==> config.mk <==
export PLATFORM = sky130hd
export DESIGN_NAME = tick_scheduler_flat
export DESIGN_NICKNAME = d
export VERILOG_FILES = /design/src/rtl/tick_scheduler_if.sv /design/src/rtl/tick_scheduler.sv /design/src/flat_wrapper.sv
export SDC_FILE = /design/constraint.sdc
export NUM_CORES = 1
export LEC_CHECK = 0
export CAP_MARGIN = 20
export CORE_ASPECT_RATIO = 1.1
export CORE_UTILIZATION = 30
export DETAILED_ROUTE_END_ITERATION = 6
export PLACE_DENSITY_LB_ADDON = 0.25
export SYNTH_ARGS = -nofsm -noshare
export SYNTH_HDL_FRONTEND = slang
export SYNTH_SLANG_ARGS = --single-unit
==> constraint.sdc <==
create_clock -name clk -period 3.1 [get_ports clk]
set_input_delay 0.465 -clock clk [delete_from_list [all_inputs] [get_ports clk]]
set_output_delay 0.465 -clock clk [all_outputs]
set_load 0.02 [all_outputs]
==> src/rtl/tick_scheduler_if.sv <==
// Event/tick bundle between the game-state logic (master) and tick_scheduler (slave).
// Optional level-clock outputs are present only when LEVEL_OUT_EN is defined.
interface tick_scheduler_if;
  logic       start;
  logic       stop;
  logic       pause_toggle;
  logic       item_faster_grant;
  logic       tick_2Hz;
  logic       tick_4Hz;
  logic       tick_8Hz;
  logic       tick_1Hz;
  logic       faster_active;
  logic [3:0] faster_remain;
  logic       running;
  logic       paused;
`ifdef LEVEL_OUT_EN
  logic       lvl_2Hz;
  logic       lvl_4Hz;
  logic       lvl_8Hz;

  modport master (
    output start, stop, pause_toggle, item_faster_grant,
    input  tick_2Hz, tick_4Hz, tick_8Hz, tick_1Hz,
    input  faster_active, faster_remain, running, paused,
    input  lvl_2Hz, lvl_4Hz, lvl_8Hz
  );

  modport slave (
    input  start, stop, pause_toggle, item_faster_grant,
    output tick_2Hz, tick_4Hz, tick_8Hz, tick_1Hz,
    output faster_active, faster_remain, running, paused,
    output lvl_2Hz, lvl_4Hz, lvl_8Hz
  );
`else
  modport master (
    output start, stop, pause_toggle, item_faster_grant,
    input  tick_2Hz, tick_4Hz, tick_8Hz, tick_1Hz,
    input  faster_active, faster_remain, running, paused
  );

  modport slave (
    input  start, stop, pause_toggle, item_faster_grant,
    output tick_2Hz, tick_4Hz, tick_8Hz, tick_1Hz,
    output faster_active, faster_remain, running, paused
  );
`endif
endinterface

==> src/rtl/tick_scheduler.sv <==
// tick_scheduler: shared prescaler, 4-bit phase and run/pause/faster sequencing
// that produces the single-cycle motion ticks for the game.
// Optional macro LEVEL_OUT_EN adds 50%-duty level copies of phase[2:0].
//
// state   | meaning
// --------+-------------------------------------------------------------
// S_IDLE  | game stopped, counters cleared, no ticks
// S_RUN   | counting, normal player speed
// S_FAST  | counting, faster power-up active, faster_remain counting down
// S_PAUSE | counters frozen; held remembers whether FAST was interrupted
module tick_scheduler #(
  parameter int BASE_DIV  = 6250000,
  parameter int ITEM_SECS = 10
) (
  input  logic clk,
  input  logic rst,
  tick_scheduler_if.slave bus
);

  localparam int PW = $clog2(BASE_DIV);

  typedef enum logic [1:0] {S_IDLE, S_RUN, S_FAST, S_PAUSE} state_t;

  state_t          state;
  logic            held;
  logic [PW-1:0]   presc;
  logic [3:0]      phase;
  logic [3:0]      remain;
  logic            t2, t4, t8, t1;
  logic            fa, run_q, pause_q;
`ifdef LEVEL_OUT_EN
  logic            l2, l4, l8;
`endif

  logic            base_pulse;
  logic [3:0]      phase_inc;

  assign base_pulse = (presc == PW'(BASE_DIV - 1));
  assign phase_inc  = phase + 4'd1;

  // Sequencer, prescaler, phase and registered tick/status outputs.
  // The cycle that enters PAUSE does not advance the counters, so no tick can
  // land in the first PAUSE cycle.
  always_ff @(posedge clk) begin
    if (rst) begin
      state   <= S_IDLE;
      held    <= 1'b0;
      presc   <= '0;
      phase   <= 4'd0;
      remain  <= 4'd0;
      t2      <= 1'b0;
      t4      <= 1'b0;
      t8      <= 1'b0;
      t1      <= 1'b0;
      fa      <= 1'b0;
      run_q   <= 1'b0;
      pause_q <= 1'b0;
`ifdef LEVEL_OUT_EN
      l2      <= 1'b0;
      l4      <= 1'b0;
      l8      <= 1'b0;
`endif
    end else begin
      t2 <= 1'b0;
      t4 <= 1'b0;
      t8 <= 1'b0;
      t1 <= 1'b0;
      if (bus.stop) begin
        state   <= S_IDLE;
        held    <= 1'b0;
        presc   <= '0;
        phase   <= 4'd0;
        remain  <= 4'd0;
        fa      <= 1'b0;
        run_q   <= 1'b0;
        pause_q <= 1'b0;
`ifdef LEVEL_OUT_EN
        l2      <= 1'b0;
        l4      <= 1'b0;
        l8      <= 1'b0;
`endif
      end else begin
        case (state)
          S_IDLE: begin
            if (bus.start) begin
              state <= S_RUN;
              presc <= '0;
              phase <= 4'd0;
              run_q <= 1'b1;
            end
          end
          S_PAUSE: begin
            if (bus.pause_toggle) begin
              state   <= held ? S_FAST : S_RUN;
              fa      <= held;
              held    <= 1'b0;
              run_q   <= 1'b1;
              pause_q <= 1'b0;
            end
          end
          S_RUN, S_FAST: begin
            if (bus.pause_toggle) begin
              state   <= S_PAUSE;
              held    <= (state == S_FAST);
              run_q   <= 1'b0;
              pause_q <= 1'b1;
            end else begin
              if (base_pulse) begin
                presc <= '0;
                phase <= phase_inc;
                t8    <= phase_inc[0];
                t2    <= (phase_inc[2:0] == 3'd7);
                t1    <= (phase_inc == 4'd15);
                t4    <= (phase_inc[1:0] == 2'd3) || ((state == S_FAST) && phase_inc[0]);
`ifdef LEVEL_OUT_EN
                l2    <= phase_inc[2];
                l4    <= phase_inc[1];
                l8    <= phase_inc[0];
`endif
              end else begin
                presc <= presc + PW'(1);
              end
              // t1 here is the tick currently on the output.
              if (bus.item_faster_grant) begin
                state  <= S_FAST;
                remain <= 4'(ITEM_SECS);
                fa     <= 1'b1;
              end else if ((state == S_FAST) && t1) begin
                remain <= remain - 4'd1;
                if (remain == 4'd1) begin
                  state <= S_RUN;
                  fa    <= 1'b0;
                end
              end
            end
          end
          default: state <= S_IDLE;
        endcase
      end
    end
  end

  assign bus.tick_2Hz      = t2;
  assign bus.tick_4Hz      = t4;
  assign bus.tick_8Hz      = t8;
  assign bus.tick_1Hz      = t1;
  assign bus.faster_active = fa;
  assign bus.faster_remain = remain;
  assign bus.running       = run_q;
  assign bus.paused        = pause_q;
`ifdef LEVEL_OUT_EN
  assign bus.lvl_2Hz       = l2;
  assign bus.lvl_4Hz       = l4;
  assign bus.lvl_8Hz       = l8;
`endif

endmodule

==> src/flat_wrapper.sv <==
// flat-port wrapper written by rule: the top's interface ports become plain ports
module tick_scheduler_flat 
#(
  parameter int BASE_DIV  = 6250000,
  parameter int ITEM_SECS = 10
)
  (clk, rst, bus_start, bus_stop, bus_pause_toggle, bus_item_faster_grant, bus_tick_2Hz, bus_tick_4Hz, bus_tick_8Hz, bus_tick_1Hz, bus_faster_active, bus_faster_remain, bus_running, bus_paused);
  tick_scheduler_if bus_i ();
  input  logic clk;
  input  logic rst;
  input wire logic [$bits(bus_i.start)-1:0] bus_start;
  input wire logic [$bits(bus_i.stop)-1:0] bus_stop;
  input wire logic [$bits(bus_i.pause_toggle)-1:0] bus_pause_toggle;
  input wire logic [$bits(bus_i.item_faster_grant)-1:0] bus_item_faster_grant;
  output wire logic [$bits(bus_i.tick_2Hz)-1:0] bus_tick_2Hz;
  output wire logic [$bits(bus_i.tick_4Hz)-1:0] bus_tick_4Hz;
  output wire logic [$bits(bus_i.tick_8Hz)-1:0] bus_tick_8Hz;
  output wire logic [$bits(bus_i.tick_1Hz)-1:0] bus_tick_1Hz;
  output wire logic [$bits(bus_i.faster_active)-1:0] bus_faster_active;
  output wire logic [$bits(bus_i.faster_remain)-1:0] bus_faster_remain;
  output wire logic [$bits(bus_i.running)-1:0] bus_running;
  output wire logic [$bits(bus_i.paused)-1:0] bus_paused;
  assign bus_i.start = bus_start;
  assign bus_i.stop = bus_stop;
  assign bus_i.pause_toggle = bus_pause_toggle;
  assign bus_i.item_faster_grant = bus_item_faster_grant;
  assign bus_tick_2Hz = bus_i.tick_2Hz;
  assign bus_tick_4Hz = bus_i.tick_4Hz;
  assign bus_tick_8Hz = bus_i.tick_8Hz;
  assign bus_tick_1Hz = bus_i.tick_1Hz;
  assign bus_faster_active = bus_i.faster_active;
  assign bus_faster_remain = bus_i.faster_remain;
  assign bus_running = bus_i.running;
  assign bus_paused = bus_i.paused;
  tick_scheduler #(.BASE_DIV(BASE_DIV), .ITEM_SECS(ITEM_SECS)) u_core (.clk(clk), .rst(rst), .bus(bus_i));
endmodule
==> reports/results.ini <==
[synthesis]
synth_edf_count = 0
synth_compound_gate_area_share_pct = 13.0
synthCells = 262
yosysUniqueCellTypes = 47
yosys.area_share.simple_pct = 32.3
ys_ff_latch = 41
synth_top_family_by_area = simple AND/OR/NAND/NOR gates
seq_area_frac_synth_pct = 37.4
avgSynthCellArea_um2 = 8.38
synthAdderAreaFrac_pct = 5.70
yosys.area_share.xor_xnor_pct = 6.38
muxShareOfSynthArea_pct = 1.37
synth-warning-count = 0
synth_area_um2 = 2200
syn_nets = 278
yosys_most_used_dff = dfxtp_1
async_reset_ff_share_pct = 0

[placed_design]
gp_congestion = 0.780
placed_cell_area_um2 = 2490
dp_hpwl_um = 3750
portBuffers = 16

[pwr]
peakVddDrop_mv = 0.159
power_frac_comb_pct = 7.5
clkPwrFrac_pct = 40.8
p_leak_uw = 0.000873
swShare_pct = 22.9
switchingPower_uw = 235
seq_power_share_pct = 51.7
intPower_uw = 791
powerDensity_nw_per_um2 = 396

[die]
core_area_um2 = 7050
initial_utilization_pct = 31.2
dieHeight_um = 91.7
io_pins = 17
std_cell_rows = 32
die_area_um2 = 7670
die_w_um = 83.6

[route]
dr_total_vias = 1956
via_per_inst = 5.27
wire_per_inst_um = 14.0
first_pass_iters = 4
ant_nets = 0
drtIter0Drc = 105
drc = 0
wl_um = 5180

[sta]
setup_tns_ps = 0
slew_headroom_pct = 52.3
fmax_mhz = 438
clock_skew_ps = 9.24
final-hold-violation-count = 0
setup_viol = 0
maxSlewViolCount = 0
min_period_ps = 2280
worstMarginPinSlew_ps = 709
grt_setup_unrepaired = no
period_share_pct = 73.6

[grt]
grt_pass1_vias = 1856
grt_antenna_before_repair = 0
grt_pass1_wl_um = 8860
grt_overflow = 0
grt_util_all_layers_pct = 14.2
grt_max_degree = 17

[cells_and_area]
synthToLayoutAreaGrowth_pct = 18.0
fin_area_um2 = 2590
layout_commonest_cell = dfxtp_1
nets = 302
diodes = 0
drive_gt1_share_pct = 8.39
layout_common_cells = dfxtp_1 (41), nor2_1 (35), nand2_1 (23)
fill_cells = 723

[setup_path]
end_kind = register
ff2ff_path_depth = 7
r2r_slack_ps = 820
path_max_fanout = 15
crit_end = u_core.presc[11]
crit_start = u_core.presc[0]
crit_required_ps = 3260
timing.rr.end = u_core.presc[11]
critPathLaunchType = register
r2r-start = u_core.presc[0]
crit_type = register to register
cp.arrival_ps = 2440

[clock_tree]
cts-root-buf = clkbuf_8
cts_buffer_depth = 2
clk_pin_slew_ps = 80
cts_buffers = 5
cts_resized = 0
cts_tree = done
cts_setup_buffers = 0
cts_hold_buf = 0
cts_max_level = 2
worstSkewPairLatency_ps = 290
clock-sinks = 41

[status]
outcome = completed

[run]
drv_cap = 0

[hold_path]
hp-class = register to register

==> critical path, stage by stage, from the launching register on <==
cell	delay [ps]
dfxtp_1	400
ha_1	290
nand4b_1	220
nor3_4	310
a21oi_1	110
buf_4	200
nor2_2	500
nor2_1	110
==> registers in the layout, indices dropped and copies added (netlist names) <==
| name | count |
|---|---|
| u_core.bus.faster_active | 1 |
| u_core.bus.faster_remain | 4 |
| u_core.bus.paused | 1 |
| u_core.bus.running | 1 |
| u_core.bus.tick_1Hz | 1 |
| u_core.bus.tick_2Hz | 1 |
| u_core.bus.tick_4Hz | 1 |
| u_core.bus.tick_8Hz | 1 |
| u_core.held | 1 |
| u_core.phase | 4 |
| u_core.presc | 23 |
| u_core.state | 2 |
==> area by class of cell <==
type	instances	area [um^2]	share of cell area (%)
clock buffer	5	68.8	2.66
clock inverter	2	35.0	1.35
inverter	11	41.3	1.59
multi-input combinational	202	1290	49.8
sequential	41	821	31.7
tap	85	106	4.10
timing repair buffer	25	228	8.79
==> cells in the mapped netlist (4+ instances only) <==
library cell / count / area share, %
dfxtp_1: 41 / 37
nor4_1: 5 / 1.4
nand4b_1: 5 / 2.0
nand3_1: 13 / 3.0
nand2_1: 23 / 3.9
clkbuf_1: 5 / 0.85
xor2_1: 14 / 5.6
nor3_1: 5 / 1.1
nand4_1: 11 / 3.1
and2_1: 4 / 1.1
ha_1: 10 / 5.7
nand2b_1: 4 / 1.1
or4_1: 5 / 1.7
nor2_1: 35 / 6.0
a31oi_1: 4 / 1.1
inv_1: 11 / 1.9
o21ai_0: 7 / 1.6
a21oi_1: 18 / 4.1
==> stage by stage <==
stage	hold WS, ps	util [%]	setup WS (ps)	std cells	power [uW]
finish	498	36.8	819	371	1030
global route	533	36.8	589	371	1070
CTS	499	36.8	803	371	1040
detailed placement	487	35.3	567	364	620
global placement	471	35.3	610	364	619
floorplan	457	-	862	262	591
==> how the worst min path moves through the flow <==
stage	start	end	slack [ps]	cells past startpoint
after CTS	u_core.presc[1]	u_core.presc[1]	500	2
final	u_core.presc[1]	u_core.presc[1]	500	2
after global routing	u_core.presc[12]	u_core.presc[12]	530	2
after detailed placement	u_core.bus.running	u_core.bus.running	490	2
after global placement	u_core.presc[12]	u_core.presc[12]	470	2
after floorplan	u_core.presc[1]	u_core.presc[1]	460	2
==> metal layers <==
layer,vias up,wire length (um),track usage [%]
met5,-,0,0
met4,0,136,6.50
met3,11,150,2.97
met2,36,2450,23.3
met1,920,2440,17.8
li1,989,-,-
==> cells by family (layout without fill, tap and decap cells) <==
group | after synthesis | count (layout)
simple gates | 128 | 128
buf+inv | 19 | 43
xor+xnor | 16 | 16
compound gates | 45 | 45
fa+ha+maj | 10 | 10
mux | 3 | 3
flops | 41 | 41
==> power groups by stage <==
stage	logic (uW)	registers, uW	clock network [uW]
final	76.8	531	418
after global routing	85.0	531	454
after CTS	77.1	531	432
after detailed placement	76.5	543	0
after floorplan	46.3	545	0
after global placement	76.1	543	0
Power figures use the tool's default switching activity.
